**src/rtl/reg_bank_pkg.sv**
```systemverilog
// Shared constants and select classification for the 8-entry register bank.
package reg_bank_pkg;

  localparam int unsigned NREG  = 8;
  localparam int unsigned IDX_W = 3;
  localparam int unsigned CNT_W = 8;

  typedef enum logic [1:0] {
    SEL_NONE  = 2'd0,
    SEL_ONE   = 2'd1,
    SEL_MULTI = 2'd2
  } sel_class_e;

endpackage

```
**src/rtl/onehot8_encoder.sv**
```systemverilog
// One-hot to binary encoder with legality classification; inverse of the 3-to-8 register decoder.
module onehot8_encoder
  import reg_bank_pkg::*;
(
  input  logic [NREG-1:0]  sel,
  output logic [IDX_W-1:0] idx_c,
  output sel_class_e       cls_c
);

  logic [3:0]       bit_cnt;
  logic [IDX_W-1:0] idx_or;

  // OR of set-bit positions equals the index only when exactly one bit is set
  always_comb begin
    bit_cnt = 4'd0;
    idx_or  = '0;
    idx_c   = '0;
    cls_c   = SEL_NONE;
    for (int i = 0; i < int'(NREG); i++) begin
      if (sel[i]) begin
        bit_cnt = bit_cnt + 4'd1;
        idx_or  = idx_or | IDX_W'(i);
      end
    end
    if (bit_cnt == 4'd1) begin
      cls_c = SEL_ONE;
      idx_c = idx_or;
    end else if (bit_cnt > 4'd1) begin
      cls_c = SEL_MULTI;
    end
  end

endmodule

```
**src/rtl/reg_bank_onehot_wr.sv**
```systemverilog
// 8-entry register bank written via one-hot select, two registered read ports with optional
// write-to-read bypass, last-write tracking and a sticky multi-hot error flag.
module reg_bank_onehot_wr
  import reg_bank_pkg::*;
#(
  parameter int unsigned DATA_W    = 16,
  parameter bit          BYPASS_EN = 1'b1
) (
  input  logic              clk,
  input  logic              rst,
  input  logic [NREG-1:0]   wr_sel,
  input  logic [DATA_W-1:0] wr_data,
  input  logic [IDX_W-1:0]  rd_a_idx,
  input  logic [IDX_W-1:0]  rd_b_idx,
  output logic [DATA_W-1:0] rd_a_data,
  output logic [DATA_W-1:0] rd_b_data,
  output logic [IDX_W-1:0]  last_wr_idx,
  output logic              last_wr_vld,
  output logic [CNT_W-1:0]  wr_count,
  output logic              onehot_err,
  output logic [NREG-1:0]   err_sel
);

  logic [DATA_W-1:0] regs [NREG];
  logic [IDX_W-1:0]  wr_idx_c;
  sel_class_e        wr_cls_c;
  logic              wr_legal_c;
  logic              wr_multi_c;
  logic [DATA_W-1:0] rd_a_nxt_c;
  logic [DATA_W-1:0] rd_b_nxt_c;

  onehot8_encoder u_enc (
    .sel   (wr_sel),
    .idx_c (wr_idx_c),
    .cls_c (wr_cls_c)
  );

  assign wr_legal_c = (wr_cls_c == SEL_ONE);
  assign wr_multi_c = (wr_cls_c == SEL_MULTI);

  // Read muxes; each port resolves its bypass independently, multi-hot never forwards
  always_comb begin
    rd_a_nxt_c = regs[rd_a_idx];
    rd_b_nxt_c = regs[rd_b_idx];
    if (BYPASS_EN && wr_legal_c && (wr_idx_c == rd_a_idx)) begin
      rd_a_nxt_c = wr_data;
    end
    if (BYPASS_EN && wr_legal_c && (wr_idx_c == rd_b_idx)) begin
      rd_b_nxt_c = wr_data;
    end
  end

  always_ff @(posedge clk) begin
    if (rst) begin
      for (int i = 0; i < int'(NREG); i++) begin
        regs[i] <= '0;
      end
      rd_a_data   <= '0;
      rd_b_data   <= '0;
      last_wr_idx <= '0;
      last_wr_vld <= 1'b0;
      wr_count    <= '0;
      onehot_err  <= 1'b0;
      err_sel     <= '0;
    end else begin
      rd_a_data <= rd_a_nxt_c;
      rd_b_data <= rd_b_nxt_c;
      if (wr_legal_c) begin
        regs[wr_idx_c] <= wr_data;
        last_wr_idx    <= wr_idx_c;
        last_wr_vld    <= 1'b1;
        wr_count       <= wr_count + CNT_W'(1);
      end
      // Only the first offending select is kept for debug
      if (wr_multi_c && !onehot_err) begin
        onehot_err <= 1'b1;
        err_sel    <= wr_sel;
      end
    end
  end

endmodule
```
**config.mk**
```make
export PLATFORM = sky130hd
export DESIGN_NAME = reg_bank_onehot_wr
export DESIGN_NICKNAME = d
export VERILOG_FILES = /design/src/rtl/reg_bank_pkg.sv /design/src/rtl/onehot8_encoder.sv /design/src/rtl/reg_bank_onehot_wr.sv
export SDC_FILE = /design/constraint.sdc
export NUM_CORES = 1
export LEC_CHECK = 0
export BUFFER_PORTS_ARGS = -buffer_cell sky130_fd_sc_hd__buf_2
export CORE_AREA = 2 2 159 161
export CTS_BUF_LIST = sky130_fd_sc_hd__clkbuf_16
export CTS_CLUSTER_SIZE = 40
export DETAILED_ROUTE_END_ITERATION = 16
export DIE_AREA = 0 0 161 163
export GPL_TIMING_DRIVEN = 0
export HOLD_SLACK_MARGIN = 0.15
export SLEW_MARGIN = 25
export SYNTH_ARGS = -nofsm -noshare
export SYNTH_HDL_FRONTEND = slang
export SYNTH_SLANG_ARGS = --single-unit
```
**constraint.sdc**
```tcl
create_clock -name clk -period 8.6 [get_ports clk]
set_input_delay 1.29 -clock clk [delete_from_list [all_inputs] [get_ports clk]]
set_output_delay 1.29 -clock clk [all_outputs]
set_load 0.1 [all_outputs]
```
==> results of run 1 <==
-- cells by family (layout without fill, tap and decap cells) --
logic type,after synthesis,in the layout,synth area share
compound gates,67,67,0.05343
xor+xnor,14,14,0.01716
fa+ha+maj,9,9,0.01161
buf+inv,90,208,0.03730
flops,181,181,0.5059
mux,138,138,0.2323
simple gates,288,288,0.1423
-- state kept, by name, summed over array words and instances, names as in the netlist --
name / count
err_sel: 8
last_wr_idx: 3
last_wr_vld: 1
onehot_err: 1
rd_a_data: 16
rd_b_data: 16
regs: 128
wr_count: 8
-- critical path, cell delays in order --
cell       delay [ns]
buf_2            0.18
inv_1            0.08
ha_1             0.28
clkbuf_1         0.30
or2b_1           0.19
nand2_1          0.06
ha_1             0.31
mux2i_1          0.15
mux2_2           0.35
o211ai_1         0.15
a21o_1           0.17
ha_1             0.24
and3_1           0.18
mux2i_1          0.14
o31ai_1          0.16
nor2_1           0.20
ha_1             0.17
nand2_1          0.07
a2111oi_2        0.33
or3b_1           0.36
buf_2            0.18
a21o_1           0.21
clkbuf_1         0.42
o31ai_4          0.82
buf_6            0.26
-- worst max path at each step --
stage                         start     endpoint  slack (ns)  cells after the start
after floorplan           wr_sel[0]   regs[6][0]        1.58                     23
after global placement    wr_sel[1]  regs[4][14]       -0.75                     24
after detailed placement  wr_sel[1]  regs[1][14]        1.11                     25
after CTS                 wr_sel[1]   regs[1][0]        1.55                     25
after global routing      wr_sel[1]   regs[1][0]        1.07                     25
final                     wr_sel[1]   regs[1][0]        1.48                     25
-- placed cells by master (no fill, tap or decap), types with 3 or more instances in the layout --
cell       synthesis  routed
nor3_1           131     131
edfxtp_1         128     128
buf_2              7      90
nand2_1           77      77
mux4_2            64      64
clkbuf_1          57      56
dfxtp_1           53      53
mux2i_1           45      45
nor2_1            35      35
a211oi_1          28      28
clkbuf_16          0      17
mux2_2            14      14
inv_1             11      13
nor2b_1           13      13
mux2_4             9       9
ha_1               9       9
xnor2_1            8       8
o31ai_4            0       8
buf_6              2       7
buf_1             13       6
mux2_1             6       6
inv_6              0       6
nand2b_1           5       5
or4_1              5       5
nor4_1             5       5
nand3_1            5       5
buf_8              0       5
a211o_1            4       4
a21o_1             3       3
a31oi_1            3       3
o21a_1             3       3
clkinv_2           0       3
-- cells in the mapped netlist, types with 3 or more instances --
library cell and number:
nor2_1 35, o21a_1 3, nand2b_1 5, mux2_2 14, nor3_1 131, nor4_1 5
nand3_1 5, mux2_4 9, nand2_1 77, mux2i_1 45, mux2_1 6, ha_1 9
o31ai_1 10, a31oi_1 3, inv_1 11, clkbuf_1 57, a21o_1 3, edfxtp_1 128
a211o_1 4, a211oi_1 28, buf_2 7, mux4_2 64, or4_1 5, buf_1 13
nor2b_1 13, xnor2_1 8, dfxtp_1 53
-- area by class of cell --
| type | instances | area [um2] | area share |
|---|---|---|---|
| plain buffers | 79 | 330.3 | 0.02922 |
| clock buffers | 17 | 425.4 | 0.03764 |
| clock inverters | 15 | 128.9 | 0.01140 |
| inverters | 11 | 41.29 | 0.003653 |
| multi-input cells | 516 | 4548 | 0.4024 |
| flip-flops and latches | 181 | 4905 | 0.4339 |
| well taps | 330 | 412.9 | 0.03653 |
| repair buffers | 86 | 511.7 | 0.04527 |
-- metal layers --
metal	GRT usage	vias to the layer above	share of wire
met1	0.3302	3709	0.40
met2	0.3837	495	0.45
met5	0	-	0
li1	-	3231	-
met4	0.1084	0	0.037
met3	0.06850	85	0.11
-- where the power goes --
group | total (mW) | leakage [nW] | switching, mW | internal (mW)
registers | 1.06 | 1.66 | 0.0371 | 1.02
clock network | 0.763 | 0.288 | 0.360 | 0.403
logic | 0.808 | 2.05 | 0.607 | 0.201
total | 2.63 | 3.99 | 1.00 | 1.62
-- metrics by stage --
step	TNS, ns	hold slack [ns]	worst slack (ns)	instances
4_1_cts	0	0.4580	1.550	1235
3_5_place_dp	0	0.4489	1.108	1203
3_3_place_gp	-75.85	0.4442	-0.7536	1193
6_report	0	0.4563	1.483	1235
5_1_grt	0	0.4849	1.070	1235
2_1_floorplan	0	0.7933	1.582	787
==> results by group, run 1 <==
Setup path
  – CP max FO: 10
  – CP Data Required Time: approximately 8.8 ns
  – Setup CP Type: in2reg
  – R2R Path Start: regs[4][8]
  – CP Launch Type: input pin
  – Worst setup EP type: flip-flop
  – FF-to-FF path depth: 4
  – Worst r2r dst: rd_b_data[8]
  – CP arrival: 7.26 ns
  – Setup slack, reg-to-reg: 6.91 ns

Timing
  – Fmax: roughly 0.14 GHz
  – Final slew viol count: 0
  – Relative slew margins: 0.3169
  – Final Hold Fails: 0
  – Worst slew pin tran: 1.025 ns
  – Final setup fails: 0
  – Final period utilization: 0.8276
  – Fin crit period: 7.117 ns
  – RSZ-0062 raised after global routing: no
  – Clk_skew: between 0.007 and 0.008 ns

Yosys
  – Area share of the largest cell type after synthesis: 0.3964
  – Syn Inst Count: ~790
  – Yosys warns: 0
  – Yosys reg bits: ~180
  – Synth area leader: edfxtp_1
  – Asr flop ratio synth: 0
  – Yosys cell types: 53
  – Synthesized area per cell: between 10 and 15 um2
  – Ranking of synthesized cells by area: edfxtp_1, mux4_2, dfxtp_1
  – Post-synthesis sequential area ratio: 0.5059
  – Post-synth EDFFs: 128
  – Post-Syn Area: 9696 um2
  – Post-synth top flop: edfxtp_1
  – Syn Nets: between 800 and 900

GRT
  – Initial antenna violation count: 0
  – First-pass GRT wire length: roughly 47,000 um
  – Grt total ovfl: 0
  – Vias in the first global route: around 7,300
  – All-Layer GR Usage: 0.2485
  – Pin count of the biggest net entering global routing: 18

Layout
  – Final Util: 0.4581
  – Count of nets after finishing: roughly 930
  – Area grow syn2layout: 16.58%
  – Ant. Diodes: 0
  – Fraction of layout cells with a size suffix above 1: 0.2619
  – Fin area: 11,300 um2
  – Fillers: between 2,000 and 2,500

Min path
  – Hold-critical path endpoint: err_sel[1]
  – Worst Hold Launch: err_sel[1]
  – Worst hold-check path type: reg2reg
  – Cells on Worst Hold Path: 2

Floorplanning
  – Core area: ~25,000 um2
  – Die Width: 161 um
  – Initial Util: 0.3930
  – DIE HEIGHT: 163 um
  – Die area: 26,240 um2
  – Ports: 85
  – FP Rows: between 50 and 60

CTS
  – TritonCTS Sinks: between 150 and 200
  – CTS tree: done
  – Setup bufs post-CTS: 0
  – Inserted Clock Buffers: 17
  – H-Tree Depth: 4
  – Cts repair resizes: 0
  – Max clock buf depth: 2
  – CTS root buf: clkbuf_16
  – CTS Hold Bufs: 0
  – Clock latency on the worst-skew pair: roughly 0.44 ns
  – Clk slew on worst S/H paths: 0.07 ns

Detailed routing
  – Drt via density: just over 6
  – Pre-antenna DRT Iters: 7
  – WL final: ~32,000 um
  – Drc violations: 0
  – Antenna Violating Nets Remaining: 0
  – DR iter-0 viols: ~830
  – WL/cell: between 20 and 30 um
  – DR vias: around 7,500

Placed design
  – Number of buffers added on ports: 76
  – Routability cong.: just under 0.9
  – Cell Area, Placed: around 11,000 um2
  – Hpwl dp: approximately 22,000 um

Flow run
  – MaxCap Viol Count: 0

Run status
  – Outcome: completed

Pwr
  – Power per cell area: about 230 nW/um2
  – Max IR drop VDD: between 0.1 and 0.15 mV
  – LEAKAGE: between 3 and 4 nW
  – Tot Pwr: approximately 2.6 mW
Power figures use the tool's default switching activity.
==> run 2: changes to the inputs <==
- ABC_AREA: unset -> 1
- CORE_AREA: 2 2 159 161 -> 2 2 158 160
- DIE_AREA: 0 0 161 163 -> 0 0 160 162
- clock period: 8.6 -> 6.2 ns (I/O delays scaled with it)
==> run 2 against run 1 <==
Core utilization shrank 0.30 points. Sequential cell count stayed put. Register-to-register slack got worse by 2.2 ns. Clock skew grew 0.0033 ns. Power grew 26%. Sequential share of layout area up 1.3 points. Via count rose by 20%. Non-clock buffer count fell by 18. Area after synthesis decreased by 1.3%. Worst setup slack got worse by 1.0 ns. Final area fell by 2.9%. Combinational power rose by 0.6%. Critical endpoint is now regs[4][14]. Largest power group unchanged.
==> results by group, run 2 <==
GRT
  – Vias in the first global route: 8,531 (was 7,289)
  – Grt total ovfl: 0 (unchanged)
  – Pin count of the biggest net entering global routing: 18 (unchanged)
  – First-pass GRT wire length: 49,070 um (was 46,650 um)
  – Initial antenna violation count: 0 (unchanged)
  – All-Layer GR Usage: 0.2524 (was 0.2485)

Floorplanning
  – Die area: 25,920 um2 (was 26,240 um2)
  – Core area: 24,110 um2 (was 24,670 um2)
  – Die Width: 160 um (was 161 um)
  – Initial Util: 0.3972 (was 0.3930)
  – DIE HEIGHT: 162 um (was 163 um)
  – FP Rows: 57 (was 58)
  – Ports: 85 (unchanged)

Yosys
  – Syn Inst Count: 1,183 (was 787)
  – Yosys warns: 0 (unchanged)
  – Commonest cells post-synth: nor2_1, nand2_1, o21ai_0 (was nor3_1, edfxtp_1, nand2_1)
  – Post-synthesis sequential area ratio: 0.5123 (was 0.5059)
  – Compound-Gate Fraction of Synth Area: 0.1515 (was 0.05343)
  – Post-synthesis simple-gate area fraction: 0.2610 (was 0.1423)
  – Post-synth top flop: edfxtp_1 (unchanged)
  – Post-synth EDFFs: 128 (unchanged)
  – Synthesized area per cell: 8.093 um2 (was 12.32 um2)
  – Asr flop ratio synth: 0 (unchanged)
  – Ranking of synthesized cells by area: edfxtp_1, nor2_1, dfxtp_1 (was edfxtp_1, mux4_2, dfxtp_1)
  – Synth area leader: edfxtp_1 (unchanged)
  – Mux contribution to synthesized area: 0 (was 0.2323)
  – Syn Nets: 1,224 (was 828)
  – Most numerous cell in the Yosys netlist: nor2_1 (was nor3_1)
  – Post-synthesis xor/xnor area fraction: 0.003528 (was 0.01716)
  – Largest family of logic cells by synthesized area: simple AND/OR/NAND/NOR gates (was multiplexers)
  – Adder-cell share of the synthesized area: 0.01176 (was 0.01161)
  – Yosys cell types: 42 (was 53)
  – Yosys reg bits: 181 (unchanged)
  – Area share of the largest cell type after synthesis: 0.4015 (was 0.3964)
  – Post-Syn Area: 9574 um2 (was 9696 um2)

Timing
  – Final Hold Fails: 0 (unchanged)
  – Clk_skew: 0.01113 ns (was 0.007873 ns)
  – Final slew viol count: 0 (unchanged)
  – Final setup fails: 0 (unchanged)
  – Worst hold slack: 0.4656 ns (was 0.4563 ns)
  – Final period utilization: 0.9254
  – RSZ-0062 raised after global routing: no (unchanged)
  – Fmax: between 0.15 and 0.2 GHz
  – Relative slew margins: 0.3538 (was 0.3169)
  – Fin crit period: ~5.7 ns
  – Worst slew pin tran: 0.9693 ns (was 1.025 ns)

Layout
  – Ant. Diodes: 0 (unchanged)
  – Fin area: 10,970 um2 (was 11,300 um2)
  – Final Util: 0.4552 (was 0.4581)
  – Largest regs: regs x128, rd_a_data x16, rd_b_data x16 (unchanged)
  – Area occupied by multi-input gates: 4135 um2 (was 4548 um2)
  – Flip-flop and latch area: 4905 um2 (unchanged)
  – Commonest non-fill, non-tap cells in the layout: nor2_1, nand2_1, o21ai_0 (was nor3_1, edfxtp_1, buf_2)
  – Count of nets after finishing: 1,319 (was 933)
  – Commonest non-fill, non-tap cell in the layout: nor2_1 (was nor3_1)
  – Fraction of layout cells with a size suffix above 1: 0.1340 (was 0.2619)
  – Area grow syn2layout: 14.60% (was 16.58%)
  – Largest reg by FF count: regs (unchanged)
  – Fillers: 2,457 (was 2,264)
  – Max FFs per register: 128 (unchanged)

CTS
  – H-Tree Depth: 4 (unchanged)
  – Inserted Clock Buffers: 17 (unchanged)
  – TritonCTS Sinks: 181 (unchanged)
  – CTS Hold Bufs: 0 (unchanged)
  – Clock latency on the worst-skew pair: 0.45 ns (was 0.44 ns)
  – Clk slew on worst S/H paths: 0.07 ns (about the same)
  – CTS tree: done (unchanged)
  – Max clock buf depth: 2 (unchanged)
  – CTS root buf: clkbuf_16 (unchanged)

Pwr
  – Max IR drop VDD: 0.2557 mV (was 0.1437 mV)
  – Internal power: 2.120 mW (was 1.622 mW)
  – Comb pwr share: 0.245 (was 0.308)
  – Clk pwr share: 0.324 (was 0.291)
  – Seq pwr share: 0.431 (was 0.402)
  – Sw frac: 0.3614 (was 0.3825)
  – LEAKAGE: 4.433 nW (was 3.992 nW)
  – Psw: 1.200 mW (was 1.005 mW)
  – Power per cell area: 302.5 nW/um2 (was 232.4 nW/um2)

Placed design
  – Cell Area, Placed: 10,360 um2 (was 10,750 um2)
  – Number of buffers added on ports: 76 (unchanged)
  – Routability cong.: 0.9537 (was 0.8858)
  – Hpwl dp: 23,290 um (was 22,060 um)

Setup path
  – Crit-path max cell delay: 0.39 ns (was 0.82 ns)
  – Worst path top cell family by delay: simple AND/OR/NAND/NOR gates (was compound AO/OA/AOI/OAI gates)
  – Crit-path slowest cell: nand2_1 (was o31ai_4)
  – Worst setup EP type: flip-flop (unchanged)
  – R2R Path Start: regs[6][3] (was regs[4][8])
  – CP arrival: 5.85 ns (was 7.26 ns)
  – CP Data Required Time: 6.32 ns (was 8.75 ns)
  – Setup slack, reg-to-reg: 4.74 ns (was 6.91 ns)
  – Worst setup path startpoint: wr_sel[1] (unchanged)
  – FF-to-FF path depth: 6 (was 4)
  – Setup CP Type: in2reg (unchanged)
  – CP max FO: 16 (was 10)
  – Worst r2r dst: rd_a_data[3] (was rd_b_data[8])
  – CP bufs+invs: 4 (was 6)
  – CP Launch Type: input pin (unchanged)
  – End point of the critical path: regs[4][14] (was regs[1][0])
  – Crit path depth: 25 (unchanged)
  – CP most frequent cell: nand2_1 (was ha_1)

Detailed routing
  – DR vias: 9,045 (was 7,520)
  – Drc violations: 0 (unchanged)
  – DR WL met3: 3665 um (was 3637 um)
  – Met2 WL post-DR: 14,980 um (was 14,560 um)
  – WL met1: 12,960 um (was 12,680 um)
  – Top Metal Used: met4 (unchanged)
  – Antenna Violating Nets Remaining: 0 (unchanged)
  – Pre-antenna DRT Iters: 8 (was 7)
  – WL/cell: 20.46 um (was 25.98 um)
  – DR iter-0 viols: 1,020 (was 833)
  – Drt via density: 5.601 (was 6.089)
  – WL final: 33,040 um (was 32,090 um)

Run status
  – Outcome: completed (unchanged)

Min path
  – Worst hold-check path type: reg2reg (unchanged)
  – Cells on Worst Hold Path: 2 (unchanged)

Flow run
  – MaxCap Viol Count: 0 (unchanged)
-- run 2: tightest hold or removal path: cells and delay by family (launching register included) --
family	cells	cell delay, ns
flip-flops	1	0.31
AND/OR/NAND/NOR	1	0.06
AO/OA/AOI/OAI	1	0.05
-- run 2: cell type report --
type,count,area share
repair buffers,76,0.03467
clock inverters,15,0.01334
multi-input cells,865,0.3769
well taps,324,0.03695
plain buffers,71,0.02954
clock buffers,17,0.03877
flip-flops and latches,181,0.4470
inverters,66,0.02281
-- run 2: power by group through the flow --
stage	clock network [mW]	registers (mW)	logic, mW
after floorplan	0	1.73	0.330
after global placement	0	1.46	0.793
after detailed placement	0	1.46	0.798
after CTS	1.08	1.43	0.800
after global routing	1.12	1.44	0.861
final	1.07	1.43	0.813
-- run 2: logic make-up (layout without fill, tap and decap cells) --
logic type                 count (synthesis)  after routing
AOI/OAI and AO/OA                        254            254
xor gates and xnor gates                   3              3
adders and majority gates                  9              9
buffers and inverters                    137            245
DFF                                      181            181
and+or+nand+nor                          599            599
-- run 2: what timing repair did --
| action | CTS | global route |
|---|---|---|
| setup buffers | 0 | 0 |
| gates resized for setup | 0 | 12 |
| setup endpoints to repair | 0 | 128 |
| hold endpoints to repair | 0 | 0 |
-- run 2: routing by layer --
| metal | GRT usage | vias up |
|---|---|---|
| met2 | 0.4057 | 546 |
| li1 | - | 4200 |
| met4 | 0.1212 | 0 |
| met5 | 0 | - |
| met3 | 0.05848 | 97 |
| met1 | 0.3236 | 4202 |
-- run 2: worst min path at each step --
stage | from | end | slack (ns)
floorplan | regs[0][15] | rd_a_data[15] | 0.73
global placement | last_wr_vld | last_wr_vld | 0.45
detailed placement | last_wr_idx[1] | last_wr_idx[1] | 0.46
CTS | last_wr_idx[1] | last_wr_idx[1] | 0.47
global route | last_wr_idx[2] | last_wr_idx[2] | 0.50
finish | last_wr_idx[1] | last_wr_idx[1] | 0.47
-- run 2: stage by stage --
step                      total power, mW  TNS [ns]  instances  worst slack [ns]
after floorplan                     2.055         0       1183            0.7879
after global placement              2.249    -29.52       1583           -0.3881
after detailed placement            2.255    -38.23       1583           -0.4604
after CTS                           3.309         0       1615          0.003550
after global routing                3.425         0       1615           0.06043
final                               3.319         0       1615            0.4622
